$ cat src/rtl/bpf_loader_pkg.sv
// Shared types and constants for the BPF instruction loader.
//
// Contents:
//   loader_state_t  - loader FSM states (IDLE, LOW_PENDING, RUN)
//   INST_WIDTH      - assembled instruction width (64)
//   HALF_WIDTH      - width of each register half (32)
package bpf_loader_pkg;

    localparam int INST_WIDTH = 64;
    localparam int HALF_WIDTH = 32;

    typedef enum logic [1:0] {
        IDLE        = 2'd0,
        LOW_PENDING = 2'd1,
        RUN         = 2'd2
    } loader_state_t;

endpackage

$ cat src/rtl/bpf_inst_loader.sv
// bpf_inst_loader
//
// Assembles inst_low/inst_high register writes into 64-bit BPF instructions
// and streams them into the BPF core's instruction memory at an
// auto-incrementing address. The Control.start level gates the core: the
// program can be loaded only while start=0 and the core runs only while
// start=1. Leaving RUN rewinds the write pointer so the next load starts at 0.
//
// Ports:
//   clk, rst          - single clock, synchronous active-high reset
//   inst_low_value    - inst_low register value
//   inst_low_strobe   - one-cycle pulse, inst_low written
//   inst_high_value   - inst_high register value
//   inst_high_strobe  - one-cycle pulse, inst_high written (completes a pair)
//   control_start     - Control.start level
//   inst_wr_en        - instruction memory write enable (one cycle per pair)
//   inst_wr_addr      - instruction memory write address
//   inst_wr_data      - {high, low} instruction word
//   cpu_en            - BPF core run enable
//   inst_count        - instructions loaded since the last clear
//   seq_err           - sticky: orphan high strobe, or any strobe while running
//   overflow          - sticky: a pair was offered with the memory full
//   checksum          - (BPF_INST_LOADER_CHECKSUM_EN only) XOR of low^high over
//                       every written instruction
//
// Optional feature macro: BPF_INST_LOADER_CHECKSUM_EN
//
// Handshake: the strobes are fire-and-forget pulses with no back-pressure;
// a pair is complete on the cycle a high strobe arrives with a low already
// latched or arriving in the same cycle, and the memory write appears on the
// following cycle as a single-cycle inst_wr_en.
module bpf_inst_loader
    import bpf_loader_pkg::*;
#(
    parameter int ADDR_WIDTH = 10
) (
    input  logic                  clk,
    input  logic                  rst,
    input  logic [HALF_WIDTH-1:0] inst_low_value,
    input  logic                  inst_low_strobe,
    input  logic [HALF_WIDTH-1:0] inst_high_value,
    input  logic                  inst_high_strobe,
    input  logic                  control_start,
    output logic                  inst_wr_en,
    output logic [ADDR_WIDTH-1:0] inst_wr_addr,
    output logic [INST_WIDTH-1:0] inst_wr_data,
    output logic                  cpu_en,
    output logic [ADDR_WIDTH:0]   inst_count,
    output logic                  seq_err,
    output logic                  overflow
`ifdef BPF_INST_LOADER_CHECKSUM_EN
    ,
    output logic [HALF_WIDTH-1:0] checksum
`endif
);

    // wr_ptr is one bit wider than the address so that "memory full"
    // (wr_ptr == DEPTH) is representable without wrapping.
    localparam logic [ADDR_WIDTH:0] FULL_COUNT = {1'b1, {ADDR_WIDTH{1'b0}}};

    loader_state_t         state;
    logic                  start_q;
    logic [HALF_WIDTH-1:0] low_latch;
    logic [ADDR_WIDTH:0]   wr_ptr;

    logic                  start_rise;
    logic                  loading;
    logic                  mem_full;
    logic                  pair_done;
    logic                  orphan_high;
    logic [HALF_WIDTH-1:0] low_now;

    assign start_rise  = control_start & ~start_q;
    assign loading     = (state != RUN);
    assign mem_full    = (wr_ptr == FULL_COUNT);

    // A low strobe in the same cycle as the high strobe is taken as
    // "low first", so its value wins over anything already latched.
    assign low_now     = inst_low_strobe ? inst_low_value : low_latch;

    assign pair_done   = loading & inst_high_strobe &
                         (inst_low_strobe | (state == LOW_PENDING));
    assign orphan_high = loading & inst_high_strobe & ~inst_low_strobe &
                         (state == IDLE);

    assign inst_count  = wr_ptr;

    always_ff @(posedge clk) begin
        if (rst) begin
            state        <= IDLE;
            start_q      <= 1'b0;
            low_latch    <= '0;
            wr_ptr       <= '0;
            inst_wr_en   <= 1'b0;
            inst_wr_addr <= '0;
            inst_wr_data <= '0;
            cpu_en       <= 1'b0;
            seq_err      <= 1'b0;
            overflow     <= 1'b0;
`ifdef BPF_INST_LOADER_CHECKSUM_EN
            checksum     <= '0;
`endif
        end else begin
            start_q    <= control_start;
            inst_wr_en <= 1'b0;

            if (state == RUN) begin
                if (!control_start) begin
                    // Leaving RUN clears the load bookkeeping; memory
                    // contents stay and are overwritten by the next load.
                    state    <= IDLE;
                    cpu_en   <= 1'b0;
                    wr_ptr   <= '0;
                    seq_err  <= 1'b0;
                    overflow <= 1'b0;
`ifdef BPF_INST_LOADER_CHECKSUM_EN
                    checksum <= '0;
`endif
                end else if (inst_low_strobe || inst_high_strobe) begin
                    seq_err <= 1'b1;
                end
            end else begin
                if (inst_low_strobe) begin
                    low_latch <= inst_low_value;
                end

                // A pair completing on the start-rise cycle is still
                // written; its write lands in the first RUN cycle.
                if (pair_done) begin
                    if (mem_full) begin
                        overflow <= 1'b1;
                    end else begin
                        inst_wr_en   <= 1'b1;
                        inst_wr_addr <= wr_ptr[ADDR_WIDTH-1:0];
                        inst_wr_data <= {inst_high_value, low_now};
                        wr_ptr       <= wr_ptr + 1'b1;
`ifdef BPF_INST_LOADER_CHECKSUM_EN
                        checksum     <= checksum ^ inst_high_value ^ low_now;
`endif
                    end
                end

                if (orphan_high) begin
                    seq_err <= 1'b1;
                end

                if (start_rise) begin
                    // Any half-loaded pair is abandoned on entry to RUN.
                    state  <= RUN;
                    cpu_en <= 1'b1;
                end else if (pair_done) begin
                    state <= IDLE;
                end else if (inst_low_strobe) begin
                    state <= LOW_PENDING;
                end
            end
        end
    end

endmodule

$ cat config.mk
export PLATFORM = sky130hd
export DESIGN_NAME = bpf_inst_loader
export DESIGN_NICKNAME = d
export VERILOG_FILES = /design/src/rtl/bpf_loader_pkg.sv /design/src/rtl/bpf_inst_loader.sv
export SDC_FILE = /design/constraint.sdc
export NUM_CORES = 1
export LEC_CHECK = 0
export CAP_MARGIN = 25
export CORE_ASPECT_RATIO = 0.9
export CORE_MARGIN = 2
export CORE_UTILIZATION = 50
export DETAILED_ROUTE_END_ITERATION = 10
export PLACE_DENSITY_LB_ADDON = 0.3
export SYNTH_ARGS = -nofsm -noshare
export SYNTH_HDL_FRONTEND = slang
export SYNTH_SLANG_ARGS = --single-unit
$ cat constraint.sdc
create_clock -name clk -period 2.7 [get_ports clk]
set_input_delay 0.54 -clock clk [delete_from_list [all_inputs] [get_ports clk]]
set_output_delay 0.54 -clock clk [all_outputs]
set_load 0.01 [all_outputs]
==> results by group, run 1 <==
Clocking
  – CTS root buf: clkbuf_16
  – Hold Buf Count CTS: 0
  – Setup Fix Bufs, Post-CTS: 0
  – H-tree depth: 4
  – CTS tree: done
  – Number of clock sinks: 124
  – Post_cts resized: 0
  – Cts bufs inserted: 17
  – Worst skew pair latency: 0.40 ns
  – CTS clk-pin slew, worst paths: 0.05 ns
  – Clk buf depth: 2

Setup path
  – Largest fanout on the critical path: 20
  – Crit end category: flop
  – R2r setup slk: 0.52 ns
  – Critical R2R Capture: inst_count[10]
  – Max stage delay on crit path: 0.68 ns
  – Worst setup SP type: flop
  – CP Cell Sequence: nor4b_2, and4_1, buf_4, nor3_1, a32o_1
  – Reg-to-reg startpoint: inst_count[2]
  – R2R depth: 5
  – CP Class: reg -> reg
  – Slowest cell on crit path: and4_1
  – Crit path DAT: 2.48 ns
  – Worst EP required: 2.99 ns

Yosys
  – Sequential share of the synthesized area: 0.487
  – Synth async-reset ratio: 0
  – Ys flop type: dfxtp_1
  – Synthesized cell area: 0.00509 mm^2
  – Number of synthesized flops with an enable pin: 0
  – Cell count after synthesis: 598
  – Yosys reg bits: 124
  – Syn_nets: 669
  – Mapped Avg Cell Area: 8.52 um^2
  – Yosys warns: 0
  – Distinct cells, synth: 40

Global routing
  – Vias in the first global route: 4741
  – Largest net degree at the start of global routing: 71
  – Initial antenna violation count: 0
  – GRT Residual Overflow: 0
  – Global-route wire length before repair: 23.2 mm
  – Gr usage total: 0.265

Timing
  – Final Hold Vio Count: 0
  – Normalized max-slew margin: 0.551
  – Crit path time final: 2.18 ns
  – Fin crit share: 0.809
  – Slew Limit Fails: 0
  – Final setup TNS: 0 ns
  – Worst Skew: 0.00869 ns
  – Tightest Pin Transition: 0.674 ns
  – Setup-failing EPs final: 0
  – Final setup slack of the worst path: 0.517 ns
  – Max Clk Rate: 458 MHz
  – RSZ-0062 raised after global routing: no

Power
  – Leakage: 2.66 nW
  – PD cells: 696 mW/mm^2
  – Maximum vdd drop: 0.518 mV

Route
  – Routed WL: 14.3 mm
  – Vias/cell: 5.69
  – Violation count after the first detailed-route iteration: 301
  – Total via count in the routed design: 4942
  – DRC errors left: 0
  – Post-route ant nets: 0
  – Drt wl/cell: 16.5 um
  – Pre-Repair DR Iteration Count: 5

Placement
  – GP Congestion: 0.858
  – Detail Placement HPWL: 9.16 mm
  – PortBufs: 157
  – Placed insts: 838
  – DP Worst Slack: 0.322 ns

Flow run
  – Max-cap violations: 0

Floorplanning
  – Initial core utilization: 0.520
  – Die ar.: 0.0110 mm^2
  – Ports: 158
  – Chip height: 99.7 um
  – # rows: 34
  – Die Width: 110 um
  – Placeable Area: 0.00978 mm^2

Finish
  – Fillers: 743
  – Post-route insts no fill: 869
  – Share of cells above drive strength 1: 0.0686
  – Number of diodes: 0
  – Most frequent cells in the layout: 155 x clkdlybuf4s50_1, 124 x dfxtp_1, 111 x a21oi_1, 77 x nand2_1, 47 x nand3_1
  – Final core occ: 0.751
  – Commonest non-fill, non-tap cell in the layout: clkdlybuf4s50_1
  – Area Growth Syn to Fin: 44.2%
  – Nets: 802

Min path
  – Hold Path Class: reg -> reg
  – Hold Crit Depth: 2
  – Hold Path Origin: low_latch[17]
  – Hold worst-path end: low_latch[17]

Outcome
  – Status: complete, no violations
## critical path: cells and delay by family (launching register included)
| family | cells | cell delay [ns] |
|---|---|---|
| AND/OR/NAND/NOR | 3 | 1.10 |
| flip-flops | 1 | 0.43 |
| buffers and inverters | 1 | 0.31 |
| AO/OA/AOI/OAI | 1 | 0.23 |
## cells by family after synthesis
kind of cell / count (synthesis) / synth area share
AO/OA/AOI/OAI: 207 / 0.229
AND/OR/NAND/NOR: 165 / 0.153
flip-flops: 124 / 0.487
buffers and inverters: 64 / 0.0555
multiplexers: 34 / 0.0668
XOR/XNOR: 2 / 0.00344
adder cells (fa/ha/maj): 2 / 0.00491
## cell type report
cell class	instances	area, um^2	share of cell area
multi-input combinational	410	2340	0.319
clock buffer	20	457	0.0622
tap	126	158	0.0215
timing repair buffer	173	1700	0.231
inverter	5	18.8	0.00256
clock inverter	11	191	0.0261
sequential	124	2480	0.338
## cells in the mapped netlist, drive strengths merged, types with 3 or more instances
cell / count / area [um^2]
a211oi: 33 / 248
a21oi: 112 / 561
and4: 3 / 26.3
buf: 26 / 139
clkbuf: 33 / 125
dfxtp: 124 / 2480
inv: 5 / 18.8
mux2i: 34 / 340
nand2: 77 / 289
nand2b: 4 / 25.0
nand3: 47 / 235
nand4: 4 / 25.0
nor2: 10 / 37.5
nor3: 3 / 15.0
nor4: 4 / 25.0
o211ai: 6 / 45.0
o21ai: 44 / 220
or4: 5 / 37.5
## flip-flops by register name (all words and copies together), names as in the netlist
name          count
inst_wr_addr     10
inst_wr_data     64
overflow          1
inst_count       11
inst_wr_en        1
start_q           1
state             2
seq_err           1
cpu_en            1
low_latch        32
## through the flow
| stage | hold slack, ns | instance area, um^2 | power [mW] |
|---|---|---|---|
| 6_report | 0.451 | 7340 | 5.11 |
| 3_3_place_gp | 0.441 | 6700 | 2.65 |
| 2_1_floorplan | 0.436 | 5090 | 2.34 |
| 5_1_grt | 0.472 | 7340 | 5.29 |
| 4_1_cts | 0.454 | 7340 | 5.14 |
| 3_5_place_dp | 0.446 | 6700 | 2.67 |
## worst max path at each step
stage	from	end	slack, ns	depth (start not counted)
floorplan	inst_count[0]	inst_count[9]	0.84	7
global placement	inst_high_strobe	inst_wr_data[25]	0.39	7
detailed placement	inst_high_strobe	inst_wr_data[31]	0.32	7
CTS	inst_count[2]	inst_count[10]	0.53	5
global route	inst_count[0]	inst_wr_data[35]	0.30	7
finish	inst_count[2]	inst_count[10]	0.52	5
## per-layer routing
layer / GRT usage / vias up / wire length, um / part of all wire
met3: 0.0714 / 24 / 990 / 0.069
li1: - / 2407 / - / -
met4: 0.0798 / 0 / 188 / 0.013
met2: 0.447 / 169 / 7220 / 0.50
met1: 0.329 / 2342 / 5940 / 0.41
met5: 0 / - / 0 / 0
## report_power, final
part	internal (mW)	switching, mW	total, mW
clock	1.68	0.794	2.47
sequential	1.94	0.0619	2.00
combinational	0.329	0.311	0.640
total	3.95	1.17	5.11
(Power assumes the default switching activity.)
==> run 2, diff against run 1 <==
- CORE_UTILIZATION: 50 -> 47
- clock period: 2.7 -> 2.06 ns (I/O delays scaled with it)
==> results by group, run 2 (synthesis results as in run 1) <==
Setup path
  – Largest fanout on the critical path: 9
  – Worst EP required: 1.65 ns
  – Reg-to-reg startpoint: inst_count[0]
  – Slowest cell on crit path: clkdlybuf4s50_1
  – Crit path DAT: 1.52 ns
  – R2R depth: 7
  – Worst setup SP type: flop
  – Critical R2R Capture: inst_wr_data[36]
  – Crit end category: output port
  – Max stage delay on crit path: 0.61 ns
  – CP delay by family, top: buffers and inverters
  – CP Class: reg -> out
  – CP Cell Sequence: clkdlybuf4s50_1
  – R2r setup slk: 0.19 ns
  – Buf/Inv on CP: 1

Flow run
  – Max-cap violations: 0

Clocking
  – Cts bufs inserted: 17
  – CTS clk-pin slew, worst paths: 0.05 ns
  – Worst skew pair latency: 0.40 ns
  – Number of clock sinks: 124
  – Setup Fix Bufs, Post-CTS: 0
  – CTS tree: done
  – Clk buf depth: 2
  – CTS root buf: clkbuf_16
  – H-tree depth: 4

Finish
  – Number of diodes: 0
  – Commonest non-fill, non-tap cell in the layout: clkdlybuf4s50_1
  – Biggest register: inst_wr_data
  – Multi-input logic area: 0.00234 mm^2
  – Max reg flops: 64
  – Area Growth Syn to Fin: 44.8%
  – Nets: 811
  – FF/Latch Area: 0.00248 mm^2
  – Most frequent cells in the layout: 155 x clkdlybuf4s50_1, 124 x dfxtp_1, 111 x a21oi_1, 77 x nand2_1, 47 x nand3_1
  – Share of cells above drive strength 1: 0.0812
  – Fillers: 837

Floorplanning
  – Chip height: 103 um
  – Initial core utilization: 0.477
  – Die Width: 114 um
  – Die ar.: 0.0117 mm^2
  – Ports: 158
  – # rows: 36
  – Placeable Area: 0.0107 mm^2

Timing
  – Final Hold Vio Count: 0
  – Slew Limit Fails: 0
  – Setup-failing EPs final: 0
  – Fin crit share: 0.939
  – Normalized max-slew margin: 0.594
  – Max Clk Rate: 517 MHz
  – Crit path time final: 1.93 ns
  – Tightest Pin Transition: 0.609 ns
  – Final setup TNS: 0 ns
  – Worst Skew: 0.00717 ns
  – RSZ-0062 raised after global routing: no

Route
  – Vias/cell: 5.71
  – Post-route ant nets: 0
  – Violation count after the first detailed-route iteration: 373
  – Routed WL: 14.3 mm
  – Drt wl/cell: 16.1 um
  – DRC errors left: 0
  – Total via count in the routed design: 5046
  – Pre-Repair DR Iteration Count: 5

Outcome
  – Status: complete, no violations

Global routing
  – Vias in the first global route: 4883
  – Global-route wire length before repair: 23.2 mm
  – GRT Residual Overflow: 0
  – Initial antenna violation count: 0
  – Largest net degree at the start of global routing: 60
  – Gr usage total: 0.246

Min path
  – Hold Crit Depth: 2
  – Hold Path Class: in -> reg
  – Hold worst-path end: inst_wr_data[56]
  – Hold Path Origin: rst

Power
  – Leakage: 2.68 nW
  – PD cells: 845 mW/mm^2
  – Pwr Total: 6.23 mW
  – Maximum vdd drop: 0.591 mV

Placement
  – PortBufs: 157
  – Detail Placement HPWL: 9.31 mm
  – GP Congestion: 0.807
run 2: timing repair:
action,CTS,global route
setup endpoints to repair,0,60
hold buffers,0,0
resized for setup,0,1
run 2: layout make-up:
type                            instances  area share
Clock inverter                         11      0.0131
Timing Repair Buffer                  182       0.246
Inverter                                5     0.00254
Sequential cell                       124       0.337
Clock buffer                           19      0.0614
Tap cell                              133      0.0226
Multi-Input combinational cell        410       0.318
run 2: through the flow:
stage / setup WS [ns] / utilization / std cells / cell area (um^2) / hold slack [ns]
CTS: 0.0562 / 0.691 / 884 / 7370 / 0.412
global placement: 0.0385 / 0.639 / 854 / 6820 / 0.441
floorplan: 0.201 / - / 598 / 5090 / 0.436
global route: 0.0385 / 0.691 / 884 / 7370 / 0.426
detailed placement: -0.00638 / 0.639 / 854 / 6820 / 0.448
finish: 0.126 / 0.691 / 884 / 7370 / 0.432
run 2: how the worst max path moves through the flow:
stage | startpoint | to | slack (ns) | cells past startpoint
floorplan | inst_count[0] | inst_count[9] | 0.20 | 7
global placement | inst_high_strobe | inst_count[10] | 0.04 | 6
detailed placement | inst_high_strobe | inst_count[10] | -0.006 | 6
CTS | inst_count[0] | inst_wr_data[36] | 0.06 | 7
global route | inst_count[0] | inst_wr_data[36] | 0.04 | 7
finish | inst_count[6] | inst_count[6] | 0.13 | 1
run 2: where the power goes:
| group | leakage, nW | switching, mW | internal, mW |
|---|---|---|---|
| registers | 1.02 | 0.0751 | 2.54 |
| logic | 1.41 | 0.412 | 0.451 |
| clock network | 0.259 | 1.05 | 1.70 |
| total | 2.68 | 1.54 | 4.69 |
run 2: routing by layer:
layer,track usage,vias up,routed length (um)
met4,0.0994,0,204
met5,0,-,0
li1,-,2425,-
met2,0.411,193,7060
met3,0.0794,21,1100
met1,0.297,2407,5890
==> run 3, diff against run 2 <==
- CORE_MARGIN: 2 -> 4
- CORE_UTILIZATION: 47 -> 42
- clock period: 2.06 -> 1.66 ns (I/O delays scaled with it)
==> results by group, run 3 (synthesis results as in run 1) <==
Outcome
  – Status: complete, no violations

Floorplanning
  – Die Width: 124 um
  – Ports: 158
  – Chip height: 112 um
  – Die ar.: 0.0140 mm^2
  – Initial core utilization: 0.437
  – # rows: 37
  – Placeable Area: 0.0117 mm^2

Route
  – Routed WL: 16.0 mm
  – Post-route ant nets: 0
  – DRC errors left: 0
  – Pre-Repair DR Iteration Count: 5
  – Total via count in the routed design: 5227
  – Drt wl/cell: 17.0 um
  – Vias/cell: 5.55
  – Violation count after the first detailed-route iteration: 385

Clocking
  – Cts bufs inserted: 17
  – CTS tree: done
  – CTS clk-pin slew, worst paths: 0.06 ns
  – Number of clock sinks: 124
  – CTS root buf: clkbuf_16
  – Worst skew pair latency: 0.40 ns
  – Clk buf depth: 2
  – H-tree depth: 4

Timing
  – Tightest Pin Transition: 0.616 ns
  – RSZ-0062 raised after global routing: yes
  – Crit path time final: 1.66 ns
  – Slew Limit Fails: 0
  – Final Hold Vio Count: 0
  – Max Clk Rate: 604 MHz
  – Normalized max-slew margin: 0.589
  – Worst Skew: 0.0123 ns
  – Final setup TNS: 0 ns
  – Setup-failing EPs final: 0
  – Fin crit share: 0.998
  – Hold slack final: 0.242 ns

Global routing
  – Vias in the first global route: 4966
  – Largest net degree at the start of global routing: 61
  – GRT Residual Overflow: 0
  – Initial antenna violation count: 0
  – Global-route wire length before repair: 25.0 mm
  – Gr usage total: 0.219

Power
  – Reg power frac: 0.395
  – Leakage: 3.63 nW
  – Psw: 1.97 mW
  – Pint: 6.23 mW
  – Clock share of power: 0.463
  – Pwr Total: 8.20 mW
  – Switching share of power: 0.240
  – Comb pwr share: 0.142
  – Maximum vdd drop: 0.770 mV
  – PD cells: 1030 mW/mm^2

Setup path
  – R2r setup slk: 0.004 ns
  – Crit path DAT: 1.97 ns
  – Worst setup SP type: flop
  – Reg-to-reg startpoint: inst_count[3]
  – Largest fanout on the critical path: 28
  – Worst EP required: 1.97 ns
  – CP Class: reg -> reg
  – R2R depth: 5
  – Critical R2R Capture: inst_wr_data[61]
  – Crit end category: flop

Finish
  – Finished Cell Area: 0.00799 mm^2
  – Share of cells above drive strength 1: 0.157
  – Max reg flops: 64
  – Biggest register: inst_wr_data
  – Area Growth Syn to Fin: 57.0%
  – Commonest non-fill, non-tap cell in the layout: dfxtp_1
  – Most frequent cells in the layout: 119 x dfxtp_1, 105 x clkdlybuf4s50_1, 104 x a21oi_1, 77 x nand2_1, 47 x nand3_1
  – Number of diodes: 0
  – Nets: 843

Min path
  – Hold Path Class: in -> reg
  – Hold worst-path end: inst_wr_addr[7]
  – Hold Crit Depth: 2
  – Hold Path Origin: rst

Placement
  – Detail Placement HPWL: 10.3 mm
  – GP Congestion: 0.824
  – Placed cell area: 0.00702 mm^2
  – PortBufs: 157

Flow run
  – Max-cap violations: 0
## run 3: layout make-up
type                    instances  area (um^2)
fillers                       912         3670
flip-flops and latches        124         2500
multi-input cells             411         2480
repair buffers                213         2190
clock buffers                  22          474
well taps                     156          195
clock inverters                10          138
inverters                       5         23.8
## run 3: through the flow
| stage | setup WS, ns | instances | util |
|---|---|---|---|
| global route | -0.0965 | 941 | 0.685 |
| finish | 0.00394 | 941 | 0.685 |
| CTS | 0.000257 | 932 | 0.657 |
| global placement | -0.293 | 897 | 0.602 |
| detailed placement | -0.368 | 897 | 0.602 |
| floorplan | 0.000294 | 598 | - |
## run 3: worst max-delay path, cell delays in order, from the launching register on
cell and delay, ns:
dfxtp_1 0.33, nor4b_4 0.35, and4_4 0.37, buf_12 0.18, o21ai_0 0.11, a21oi_1 0.21
## run 3: power groups by stage
stage	Sequential [mW]	Combinational (mW)	Clock [mW]
floorplan	3.35	0.459	0
global placement	3.29	1.09	0
detailed placement	3.30	1.11	0
CTS	3.24	1.12	3.84
global route	3.26	1.26	4.00
finish	3.24	1.16	3.79
## run 3: what timing repair did
action,4_1_cts,5_1_grt
cloned,1,3
setup endpoints to repair,39,87
resized for setup,19,70
hold buffers,0,0
setup buffers,2,6
pin swaps,0,13
## run 3: worst max-delay path by stage
| stage | slack, ns | to | from | cells past startpoint |
|---|---|---|---|---|
| 2_1_floorplan | 0.0003 | inst_count[9] | inst_count[0] | 7 |
| 4_1_cts | 0.0003 | inst_wr_data[6] | inst_wr_data[6] | 1 |
| 3_3_place_gp | -0.29 | inst_count[6] | inst_high_strobe | 5 |
| 5_1_grt | -0.1 | inst_wr_data[61] | state[0] | 5 |
| 3_5_place_dp | -0.37 | inst_count[6] | inst_high_strobe | 5 |
| 6_report | 0.004 | inst_wr_data[61] | inst_count[3] | 5 |
## run 3: metal layers
layer | vias to the layer above | global-route usage | part of all wire
li1 | 2499 | - | -
met1 | 2499 | 0.297 | 0.44
met2 | 203 | 0.336 | 0.48
met3 | 26 | 0.0650 | 0.068
met4 | 0 | 0.0657 | 0.018
met5 | - | 0 | 0
